===== config.mk =====
export PLATFORM = sky130hd
export DESIGN_NAME = pll_lock_reset
export DESIGN_NICKNAME = d
export VERILOG_FILES = /design/src/rtl/pll_lock_reset.sv
export SDC_FILE = /design/constraint.sdc
export NUM_CORES = 1
export LEC_CHECK = 0
export ABC_AREA = 1
export BUFFER_PORTS_ARGS = -buffer_cell sky130_fd_sc_hd__clkbuf_2
export CORE_MARGIN = 3
export CORE_UTILIZATION = 60
export DETAILED_ROUTE_END_ITERATION = 8
export MAX_ROUTING_LAYER = met4
export PLACE_DENSITY_LB_ADDON = 0.1
export SLEW_MARGIN = 20
export SYNTH_ARGS = -nofsm -noshare
export SYNTH_HDL_FRONTEND = slang
export SYNTH_SLANG_ARGS = --single-unit

===== constraint.sdc =====
create_clock -name clk -period 3.1 [get_ports clk]
set_input_delay 0.62 -clock clk [delete_from_list [all_inputs] [get_ports clk]]
set_output_delay 0.62 -clock clk [all_outputs]
set_load 0.01 [all_outputs]

===== src/rtl/pll_lock_reset.sv =====
// pll_lock_reset: PLL lock-driven reset sequencer for the fabric clock domain.
// Synchronizes the asynchronous PLL `locked` input, holds the system reset
// until lock has been stable for HOLD_CYCLES, and re-asserts it on loss of
// lock. Loss events from RUN are counted (saturating) and flagged (sticky).
// Optional macro PLL_LOCK_FILTER_EN: when defined, a loss in RUN requires
// FILTER_CYCLES consecutive low synchronized samples; otherwise a single low
// sample in RUN is a loss.
module pll_lock_reset #(
  parameter int SYNC_STAGES   = 2,
  parameter int HOLD_CYCLES   = 1024,
  parameter int HOLD_W        = 11,
  parameter int FILTER_CYCLES = 4
) (
  input  logic       clk,
  input  logic       reset_n,
  input  logic       locked,
  input  logic       clear_stats,
  output logic       sys_reset_n,
  output logic       ready,
  output logic       lock_lost,
  output logic [7:0] loss_count
);

  typedef enum logic [1:0] {
    WAIT_LOCK,
    HOLD,
    RUN
  } state_t;

  state_t                 state_q, state_d;
  logic [SYNC_STAGES-1:0] sync_q;
  logic                   lk_s;
  logic [HOLD_W-1:0]      hold_q, hold_d;
  logic                   loss;

  // Reject parameter sets outside the legal ranges at elaboration time.
  if (SYNC_STAGES < 2 || SYNC_STAGES > 4 || HOLD_CYCLES < 1 ||
      FILTER_CYCLES < 1 || (1 << HOLD_W) <= HOLD_CYCLES) begin : g_bad_params
    $error("pll_lock_reset: illegal parameter combination");
  end

  // Synchronizer chain for the asynchronous lock indication.
  always_ff @(posedge clk or negedge reset_n) begin
    if (!reset_n) begin
      sync_q <= '0;
    end else begin
      sync_q <= {sync_q[SYNC_STAGES-2:0], locked};
    end
  end

  assign lk_s = sync_q[SYNC_STAGES-1];

`ifdef PLL_LOCK_FILTER_EN
  localparam int FILT_W = $clog2(FILTER_CYCLES + 1);

  logic [FILT_W-1:0] filt_q, filt_d;

  // Count consecutive low samples in RUN; a run of FILTER_CYCLES is a loss.
  always_comb begin
    filt_d = '0;
    loss   = 1'b0;
    if (state_q == RUN && !lk_s) begin
      if (filt_q == FILT_W'(FILTER_CYCLES - 1)) begin
        loss = 1'b1;
      end else begin
        filt_d = filt_q + 1'b1;
      end
    end
  end

  // Filter counter register; clears on any high sample or when leaving RUN.
  always_ff @(posedge clk or negedge reset_n) begin
    if (!reset_n) begin
      filt_q <= '0;
    end else begin
      filt_q <= filt_d;
    end
  end
`else
  // Unfiltered: any low synchronized sample in RUN is a loss.
  assign loss = (state_q == RUN) && !lk_s;
`endif

  // Next-state and hold-counter logic.
  always_comb begin
    state_d = state_q;
    hold_d  = '0;
    unique case (state_q)
      WAIT_LOCK: begin
        if (lk_s) state_d = HOLD;
      end
      HOLD: begin
        if (!lk_s) begin
          state_d = WAIT_LOCK;
        end else if (hold_q == HOLD_W'(HOLD_CYCLES - 1)) begin
          state_d = RUN;
        end else begin
          hold_d = hold_q + 1'b1;
        end
      end
      RUN: begin
        if (loss) state_d = WAIT_LOCK;
      end
      default: state_d = WAIT_LOCK;
    endcase
  end

  // State register; reset outputs are registered from the next state so they
  // change on the same edge as the transition while coming straight from flops.
  always_ff @(posedge clk or negedge reset_n) begin
    if (!reset_n) begin
      state_q     <= WAIT_LOCK;
      hold_q      <= '0;
      sys_reset_n <= 1'b0;
      ready       <= 1'b0;
    end else begin
      state_q     <= state_d;
      hold_q      <= hold_d;
      sys_reset_n <= (state_d == RUN);
      ready       <= (state_d == RUN);
    end
  end

  // Loss statistics; a loss on the same edge as clear_stats takes priority.
  always_ff @(posedge clk or negedge reset_n) begin
    if (!reset_n) begin
      lock_lost  <= 1'b0;
      loss_count <= '0;
    end else if (loss) begin
      lock_lost <= 1'b1;
      if (clear_stats) begin
        loss_count <= 8'd1;
      end else if (loss_count != '1) begin
        loss_count <= loss_count + 8'd1;
      end
    end else if (clear_stats) begin
      lock_lost  <= 1'b0;
      loss_count <= '0;
    end
  end

endmodule


==> results by group, run 1 <==
Setup path
  • Crit end category: output pin
  • Slowest cell on crit path: dfrtp_1
  • Crit path required time: 2.48 ns
  • CP cell instances: clkbuf_2
  • Max FO, Critical Path: 7
  • Crit path DAT: 0.98 ns
  • Worst Path Buf+Inv: 1
  • CP delay by family, top: flip-flops
  • Critical path class: register to output pin
  • CP max stage delay: 0.50 ns
  • Crit start category: register

Route
  • Highest metal used: met4
  • M1 wire length: 1080 um
  • DRC viols: 0
  • Met3 wire length: 103 um
  • DRT Pass-1 Iters: 4
  • Initial drt markers: 28
  • Routed len/inst: 12.1 um
  • WL met2: 1250 um
  • DRT Wirelength: 2480 um
  • Via count: 1088
  • Post-DRT Antenna Nets: 0
  • Vias per inst: 5.28

Timing
  • Slew HR: 0.598
  • FMAX: 0.625 GHz
  • Post-Route Setup TNS: 0 ns
  • Final Cycle Share: 0.516
  • Final setup viols: 0
  • Tmin final: 1.60 ns
  • Final Hold Violating Endpoints: 0
  • RSZ-0062 raised after global routing: no
  • Slew Limit Fails: 0
  • Worst-Margin Slew: 0.603 ns
  • Clock Skews: 0.00780 ns

Yosys
  • Largest family of logic cells by synthesized area: simple AND/OR/NAND/NOR gates
  • Simple-gate share of the synthesized area: 0.328
  • Ys async rst share: 1.00
  • Most used DFF post-synth: dfrtp_1
  • Netlist cell types: 27
  • Syn avg cell area: 8.21 um^2
  • Register area share after synthesis: 0.470
  • Xor/xnor share of the synthesized area: 0.0198
  • Mapped Area: 1330 um^2
  • Yosys warning total: 0
  • Synth Instances: 162
  • Proportion of synthesized area in mux cells: 0
  • Synthesized flop and latch total: 25
  • Post-synthesis adder-cell area fraction: 0.0188
  • Post-synth EDFFs: 0
  • Syn Nets: 168
  • Compound-cell area share of the yosys netlist: 0.0847

GRT
  • GR Overflow Total: 0
  • Antenna violations before repair: 0
  • First-pass GRT wire length: 4400 um
  • Number of global-route vias before repair: 1080
  • Largest net degree at the start of global routing: 26
  • GRT Overall Usage: 0.223

Floorplan
  • Core footprint: 2020 um^2
  • Starting Density: 0.658
  • Die area: 2820 um^2
  • Die X-Extent: 53.1 um
  • Num rows: 16
  • I/O pin total: 15
  • Die Y: 53.1 um

Power
  • PD cells: 342 nW/um^2
  • Pleak: 0.701 nW
  • Peak VDD IR: 325 uV

Clock tree
  • CTS Buf Count: 3
  • Setup bufs post-CTS: 0
  • Worst-skew pair later-pin latency: 0.31 ns
  • Clock root cell: clkbuf_4
  • Clk buf depth: 2
  • CTS tree: built
  • Clk sinks: 25
  • Hold-fix buffers at CTS: 0
  • CTS H-tree depth: 1
  • Clk pin slew, worst setup/hold paths: 0.13 ns
  • CTS resizes: 0

Run
  • Max-cap violations: 0

Cells and area
  • Layout cell share with drive strength beyond 1: 0.218
  • Layout area overhead: 9.22%
  • Diode count: 0
  • Fin nets: 186
  • Final Instance Area: 1450 um^2

Place
  • RePlAce Congestion: 0.900
  • DP Area: 1430 um^2
  • I/O Buffers: 14
  • Post-DP HPWL: 1950 um

Status
  • Outcome: completed

Min path
  • HP Class: input pin to async pin
[layout by cell type (no fill, tap or decap), drive strengths merged]
cell type and n:
nand2 44, dfrtp 25, inv 25, nor2 21, clkbuf 18, nand3 13
o21ai 10, nand4 6, nor3 4, xor2 3, a21oi 2, o211ai 2
ha 2, or2 2, nand3b 1, o21bai 1
[final timing paths]
kind	start	to	slack, ns	cells after the start
max	loss_count[3]$_DFFE_PN0P_	loss_count[3]	1.50	1
min	reset_n	hold_q[5]$_DFF_PN0_	0.29	1
max reg2reg	hold_q[0]$_DFF_PN0_	hold_q[6]$_DFF_PN0_	1.56	6
min reg2reg	sync_q[0]$_DFF_PN0_	sync_q[1]$_DFF_PN0_	0.37	0
max in group asynchronous	reset_n	state_q[0]$_DFF_PN0_	2.41	1
min in group clk	sync_q[0]$_DFF_PN0_	sync_q[1]$_DFF_PN0_	0.37	0
[power breakdown]
group	switching (mW)	total (mW)	internal (mW)
Sequential	0.00336	0.333	0.329
Combinational	0.0173	0.0225	0.00521
Clock	0.0911	0.141	0.0502
[state kept, by name (all words and copies together) (netlist names)]
register    flops
hold_q         11
lock_lost       1
loss_count      8
ready           1
state_q         2
sync_q          2
[worst reg2reg max path: stages, from the launching register on]
cell and delay [ns]:
dfrtp_1 0.50, ha_1 0.21, nand2_1 0.08, nor2_2 0.16, nand2_2 0.13, o21ai_4 0.26
nor2_1 0.08
[metrics by stage]
stage / std cells / total power [mW] / setup WS (ns) / util / hold slack (ns)
floorplan: 162 / 0.350 / 1.79 / - / 0.324
global placement: 202 / 0.361 / 1.61 / 0.705 / 0.333
detailed placement: 202 / 0.362 / 1.58 / 0.705 / 0.343
CTS: 206 / 0.503 / 1.49 / 0.718 / 0.299
global route: 206 / 0.519 / 1.42 / 0.718 / 0.321
finish: 206 / 0.496 / 1.50 / 0.718 / 0.289
[cells in the mapped netlist, types with 2 or more instances]
master / instances / share of area
nand2_2: 3 / 0.014
nand2_1: 40 / 0.11
ha_1: 2 / 0.019
nor3_1: 4 / 0.015
inv_1: 22 / 0.062
a21oi_1: 2 / 0.0075
o21ai_0: 3 / 0.011
nor2_1: 15 / 0.042
o21ai_2: 5 / 0.033
dfrtp_1: 25 / 0.47
nand4_1: 6 / 0.028
xor2_1: 3 / 0.020
inv_2: 2 / 0.0056
nand3_1: 12 / 0.045
nor2_2: 5 / 0.024
o211ai_1: 2 / 0.011
[routing by layer]
metal / track usage / up-vias
met4: 0.102 / 0
li1: - / 548
met1: 0.238 / 508
met5: - / -
met2: 0.401 / 26
met3: 0.0366 / 6
[cell families after synthesis]
| kind of cell | after synthesis |
|---|---|
| flops | 25 |
| xor+xnor | 3 |
| fa+ha+maj | 2 |
| simple gates | 91 |
| buf+inv | 26 |
| compound gates | 15 |
[layout make-up]
class / count / area [um^2]
repair buffers: 14 / 70.1
flip-flops and latches: 25 / 626
well taps: 27 / 33.8
inverters: 25 / 96.3
clock buffers: 4 / 26.3
multi-input cells: 111 / 601
fillers: 157 / 569
Power figures use the tool's default switching activity.
==> run 2: changes to the inputs <==
Settings changed: CORE_ASPECT_RATIO from default to 0.5, CORE_UTILIZATION 60 to 51.
Clock period 3.1 ns to 1.4 ns, I/O delays scaled along.
==> results by group, run 2 (synthesized netlist as in run 1, its figures left out) <==
Floorplan
  • Die area: 3290 um^2 (was 2820 um^2)
  • Starting Density: 0.568 (was 0.658)
  • Core footprint: 2340 um^2 (was 2020 um^2)
  • Num rows: 12 (was 16)
  • I/O pin total: 15 (unchanged)
  • Die X-Extent: 78.2 um (was 53.1 um)
  • Die Y: 42.1 um (was 53.1 um)

Power
  • Peak VDD IR: 435 uV (was 325 uV)
  • Pleak: 0.767 nW (was 0.701 nW)
  • PD cells: 775 nW/um^2 (was 342 nW/um^2)

GRT
  • Largest net degree at the start of global routing: 26 (unchanged)
  • Number of global-route vias before repair: 978 (was 1080)
  • Antenna violations before repair: 0 (unchanged)
  • GR Overflow Total: 0 (unchanged)
  • First-pass GRT wire length: 4280 um (was 4400 um)
  • GRT Overall Usage: 0.167 (was 0.223)

Timing
  • Final Hold Violating Endpoints: 0 (unchanged)
  • Final setup viols: 0 (unchanged)
  • Final Cycle Share: 0.948
  • Slew Limit Fails: 0 (unchanged)
  • FMAX: 0.754 GHz
  • Tmin final: 1.33 ns
  • Clock Skews: 0.00326 ns (was 0.00780 ns)
  • Slew HR: 0.791 (was 0.598)
  • Worst-Margin Slew: 0.313 ns (was 0.603 ns)

Setup path
  • Crit path required time: 1.56 ns (was 2.48 ns)
  • Critical path class: register to register (was register to output pin)
  • Reg2Reg Depth: 7 (was 6)
  • Crit end category: register (was output pin)
  • Slowest cell on crit path: dfrtp_1 (unchanged)
  • Crit path DAT: 1.48 ns (was 0.98 ns)
  • Max FO, Critical Path: 2 (was 7)
  • Crit path from: hold_q[0]$_DFF_PN0_ (was loss_count[3]$_DFFE_PN0P_)
  • FF-to-FF Start: hold_q[0]$_DFF_PN0_ (unchanged)
  • CP cell instances: ha_2 -> nand2_2 -> nor2_4 -> buf_4 -> nand3_1 -> xor2_1 -> nor2_1 (was clkbuf_2)
  • Worst Path Buf+Inv: 1 (unchanged)
  • Crit start category: register (unchanged)
  • R2R setup slack: 0.07 ns (was 1.56 ns)
  • CP delay by family, top: flip-flops (unchanged)
  • CP max stage delay: 0.36 ns (was 0.50 ns)
  • Reg-to-reg endpoint: hold_q[6]$_DFF_PN0_ (unchanged)

Cells and area
  • Layout area overhead: 18.6% (was 9.22%)
  • Final Instance Area: 1580 um^2 (was 1450 um^2)
  • Commonest non-fill, non-tap cell in the layout: nand2_1 (unchanged)
  • Layout cell share with drive strength beyond 1: 0.266 (was 0.218)
  • Post-Layout Cell Count: 223 (was 206)
  • Most frequent cells in the layout: 39 x nand2_1, 25 x dfrtp_1, 22 x inv_1, 14 x nor2_1, 14 x clkbuf_2 (was 40 x nand2_1, 25 x dfrtp_1, 22 x inv_1, 15 x nor2_1, 14 x clkbuf_2)
  • Largest registers: hold_q: 11 flops, loss_count: 8 flops (unchanged)
  • Final core utilization: 0.674 (was 0.718)
  • Number of flip-flops in the largest register: 11 (unchanged)
  • Fin nets: 195 (was 186)
  • Biggest register: hold_q (unchanged)
  • Diode count: 0 (unchanged)

Clock tree
  • CTS Buf Count: 3 (unchanged)
  • Clock root cell: clkbuf_8 (was clkbuf_4)
  • Clk sinks: 25 (unchanged)
  • CTS H-tree depth: 1 (unchanged)
  • Worst-skew pair later-pin latency: 0.27 ns (was 0.31 ns)
  • Clk pin slew, worst setup/hold paths: 0.08 ns (was 0.13 ns)
  • CTS tree: built (unchanged)
  • Clk buf depth: 2 (unchanged)

Place
  • Dpl cells: 213 (was 202)
  • I/O Buffers: 14 (unchanged)
  • Post-DP HPWL: 1780 um (was 1950 um)
  • RePlAce Congestion: 0.895 (was 0.900)
  • DP Area: 1460 um^2 (was 1430 um^2)

Route
  • Routed len/inst: 11.6 um (was 12.1 um)
  • DRT Wirelength: 2590 um (was 2480 um)
  • Initial drt markers: 24 (was 28)
  • Post-DRT Antenna Nets: 0 (unchanged)
  • DRT Pass-1 Iters: 4 (unchanged)
  • DRC viols: 0 (unchanged)
  • Via count: 1081 (was 1088)
  • Vias per inst: 4.85 (was 5.28)

Min path
  • HP Class: input pin to register (was input pin to async pin)
  • Worst Hold Launch: locked
  • Hold depth: 1
  • Worst hold endpoint: sync_q[0]$_DFF_PN0_

Run
  • Max-cap violations: 0 (unchanged)

Status
  • Outcome: completed (unchanged)
[run 2: where the power goes]
group | total, mW | switching (mW) | internal [mW]
logic | 0.0643 | 0.0444 | 0.0199
clock network | 0.424 | 0.220 | 0.203
registers | 0.734 | 0.00567 | 0.728
[run 2: how the worst max path moves through the flow]
stage                                end  slack (ns)  cells past startpoint
2_1_floorplan        hold_q[6]$_DFF_PN0_        0.09                      6
3_3_place_gp   loss_count[0]$_DFFE_PN0P_        0.08                      7
3_5_place_dp         hold_q[6]$_DFF_PN0_        0.04                      6
4_1_cts              hold_q[6]$_DFF_PN0_        0.03                      6
5_1_grt              hold_q[6]$_DFF_PN0_       -0.03                      7
6_report             hold_q[6]$_DFF_PN0_        0.07                      7
[run 2: per-stage QoR]
stage	power (mW)	hold slack, ns	TNS [ns]	setup WS [ns]
6_report	1.22	0.131	0	0.0734
3_5_place_dp	0.808	0.291	0	0.0441
5_1_grt	1.28	0.127	-0.0819	-0.0321
4_1_cts	1.24	0.130	0	0.0305
3_3_place_gp	0.806	0.284	0	0.0818
2_1_floorplan	0.776	-0.0156	0	0.0876
[run 2: what timing repair did]
item                                    4_1_cts  5_1_grt
endpoints found under the setup margin        0       17
hold buffers                                  1        0
endpoints found under the hold margin        12        0
resized for setup                             0        6
buffers inserted                              0        4
[run 2: layer usage]
layer | track usage | part of all wire | routed length, um
met3 | 0.0451 | 0.030 | 77
met5 | - | 0 | 0
met1 | 0.224 | 0.50 | 1290
met2 | 0.260 | 0.47 | 1210
met4 | 0.0314 | 0.0039 | 10
[run 2: worst register-to-register path, stage by stage (launching register included)]
cell and delay (ns):
dfrtp_1 0.36, ha_2 0.19, nand2_2 0.08, nor2_4 0.15, buf_4 0.14, nand3_1 0.07
xor2_1 0.16, nor2_1 0.06
[run 2: cell type report]
cell class	instances	area [um^2]
Inverter	25	96.3
Tap cell	35	43.8
Fill cell	194	764
Sequential cell	25	626
Clock buffer	4	45.0
Multi-Input combinational cell	112	634
Timing Repair Buffer	22	133
==> run 3: changes to the inputs <==
Settings changed: BUFFER_PORTS_ARGS -buffer_cell sky130_fd_sc_hd__clkbuf_2 to -buffer_cell sky130_fd_sc_hd__buf_4, PLACE_DENSITY from default to 0.82, PLACE_DENSITY_LB_ADDON 0.1 to default.
==> results by group, run 3 (synthesized netlist as in run 1, its figures left out) <==
Setup path
  • Crit end category: register (unchanged)
  • Critical path class: register to register (unchanged)
  • Crit path required time: 1.55 ns (was 1.56 ns)
  • Crit start category: register (unchanged)
  • Max FO, Critical Path: 5 (was 2)
  • Crit path DAT: 1.57 ns (was 1.48 ns)

Timing
  • Setup WS post-layout: -0.0139 ns (was 0.0734 ns)
  • Slew HR: 0.771 (was 0.791)
  • RSZ-0062 raised after global routing: yes
  • Worst-Margin Slew: 0.343 ns (was 0.313 ns)
  • FMAX: 0.707 GHz (was 0.754 GHz)
  • Tmin final: 1.41 ns (was 1.33 ns)
  • Post-Route Setup TNS: -0.0139 ns (was 0 ns)
  • Slew Limit Fails: 0 (unchanged)
  • Worst Hold Slack: 0.110 ns (was 0.131 ns)
  • Final Hold Violating Endpoints: 0 (unchanged)
  • Clock Skews: 0.00486 ns (was 0.00326 ns)
  • Final Cycle Share: 1.01 (was 0.948)
  • Final setup viols: 1 (was 0)

Cells and area
  • Number of flip-flops in the largest register: 11 (unchanged)
  • Layout area overhead: 24.2% (was 18.6%)
  • Fin nets: 197 (was 195)
  • Most frequent cells in the layout: 39 x nand2_1, 25 x dfrtp_1, 23 x buf_4, 22 x inv_1, 15 x nor2_1 (was 39 x nand2_1, 25 x dfrtp_1, 22 x inv_1, 14 x nor2_1, 14 x clkbuf_2)
  • Diode count: 0 (unchanged)
  • Biggest register: hold_q (unchanged)
  • Filler cell count: 169 (was 194)
  • Largest registers: hold_q: 11 flops, loss_count: 8 flops (unchanged)
  • Commonest non-fill, non-tap cell in the layout: nand2_1 (unchanged)
  • Layout cell share with drive strength beyond 1: 0.289 (was 0.266)

Route
  • DRC viols: 0 (unchanged)
  • Post-DRT Antenna Nets: 0 (unchanged)
  • DRT Wirelength: 3020 um (was 2590 um)
  • Routed len/inst: 13.4 um (was 11.6 um)
  • Vias per inst: 5.22 (was 4.85)
  • Via count: 1174 (was 1081)
  • DRT Pass-1 Iters: 4 (unchanged)
  • Initial drt markers: 52 (was 24)

Floorplan
  • I/O pin total: 15 (unchanged)
  • Starting Density: 0.568 (unchanged)
  • Die Y: 42.1 um (unchanged)
  • Die area: 3290 um^2 (unchanged)
  • Core footprint: 2340 um^2 (unchanged)
  • Die X-Extent: 78.2 um (unchanged)
  • Num rows: 12 (unchanged)

Clock tree
  • Worst-skew pair later-pin latency: 0.27 ns (about the same)
  • Clk pin slew, worst setup/hold paths: 0.09 ns (was 0.08 ns)
  • Clk sinks: 25 (unchanged)
  • CTS H-tree depth: 1 (unchanged)
  • Clock root cell: clkbuf_8 (unchanged)
  • CTS tree: built (unchanged)
  • Clk buf depth: 2 (unchanged)
  • CTS Buf Count: 3 (unchanged)

Power
  • Pwr Total: 1.25 mW (was 1.22 mW)
  • Peak VDD IR: 328 uV (was 435 uV)
  • Pleak: 0.799 nW (was 0.767 nW)
  • PD cells: 759 nW/um^2 (was 775 nW/um^2)

GRT
  • GR Overflow Total: 0 (unchanged)
  • GRT Overall Usage: 0.187 (was 0.167)
  • Largest net degree at the start of global routing: 26 (unchanged)
  • Number of global-route vias before repair: 1057 (was 978)
  • Antenna violations before repair: 0 (unchanged)
  • First-pass GRT wire length: 4720 um (was 4280 um)

Status
  • Outcome: finished, violations left (was completed)
  • Failing checks: negative setup slack

Place
  • RePlAce Congestion: 0.928 (was 0.895)
  • I/O Buffers: 14 (unchanged)
  • Post-DP HPWL: 1960 um (was 1780 um)

Run
  • Max-cap violations: 0 (unchanged)

Min path
  • HP Class: input pin to register (unchanged)
[run 3: cell types whose count changed in the layout (fill, tap and decap cells not counted), sizes merged]
cell / previous run / this run
buf: 7 / 23
clkbuf: 18 / 3
clkinvlp: 0 / 1
[run 3: path summary, 6_finish.rpt]
check | depth (start not counted) | slack [ns] | to | startpoint
worst max-delay path | 6 | -0.01 | hold_q[3]$_DFF_PN0_ | hold_q[1]$_DFF_PN0_
worst min-delay path | 1 | 0.11 | sync_q[0]$_DFF_PN0_ | locked
worst max register to register | 6 | -0.01 | hold_q[3]$_DFF_PN0_ | hold_q[1]$_DFF_PN0_
worst min register to register | 0 | 0.36 | sync_q[1]$_DFF_PN0_ | sync_q[0]$_DFF_PN0_
max in group asynchronous | 2 | 0.70 | hold_q[7]$_DFF_PN0_ | reset_n
min in group asynchronous | 2 | 0.46 | loss_count[6]$_DFFE_PN0P_ | reset_n
[run 3: per-stage QoR]
step           worst slack, ns  instances  area, um^2  utilization
3_5_place_dp            0.0265        212        1490        0.635
2_1_floorplan           0.0876        162        1330            -
5_1_grt                -0.0876        225        1650        0.705
3_3_place_gp            0.0874        212        1490        0.635
6_report               -0.0139        225        1650        0.705
4_1_cts                0.00277        217        1550        0.660
[run 3: critical path, stage by stage, from the launching register on]
cell and delay, ns:
dfrtp_1 0.40, ha_2 0.23, nand2_4 0.07, nor2_4 0.15, nand2_4 0.11, o21ai_4 0.25
nor2_1 0.09
[run 3: report_power, final]
part	switching [mW]	internal, mW	total [mW]
Sequential	0.00585	0.728	0.734
Combinational	0.0484	0.0231	0.0715
Clock	0.246	0.202	0.448
[run 3: what timing repair did]
item,in CTS,in global routing
endpoints found under the hold margin,25,0
buffers inserted,0,7
setup endpoints to repair,0,22
hold buffers,1,0
resized for setup,0,10
[run 3: area by class of cell]
class / instances / area (um^2) / area share
Clock buffer: 3 / 41.3 / 0.0250
Clock inverter: 1 / 7.51 / 0.00455
Timing Repair Buffer: 24 / 183 / 0.111
Multi-Input combinational cell: 112 / 654 / 0.396
Inverter: 25 / 96.3 / 0.0583
Sequential cell: 25 / 626 / 0.379
Tap cell: 35 / 43.8 / 0.0265
[run 3: layer usage]
layer,track usage,share of wire
met1,0.218,0.41
met2,0.310,0.52
met3,0.0579,0.051
met4,0.0662,0.018
met5,-,0
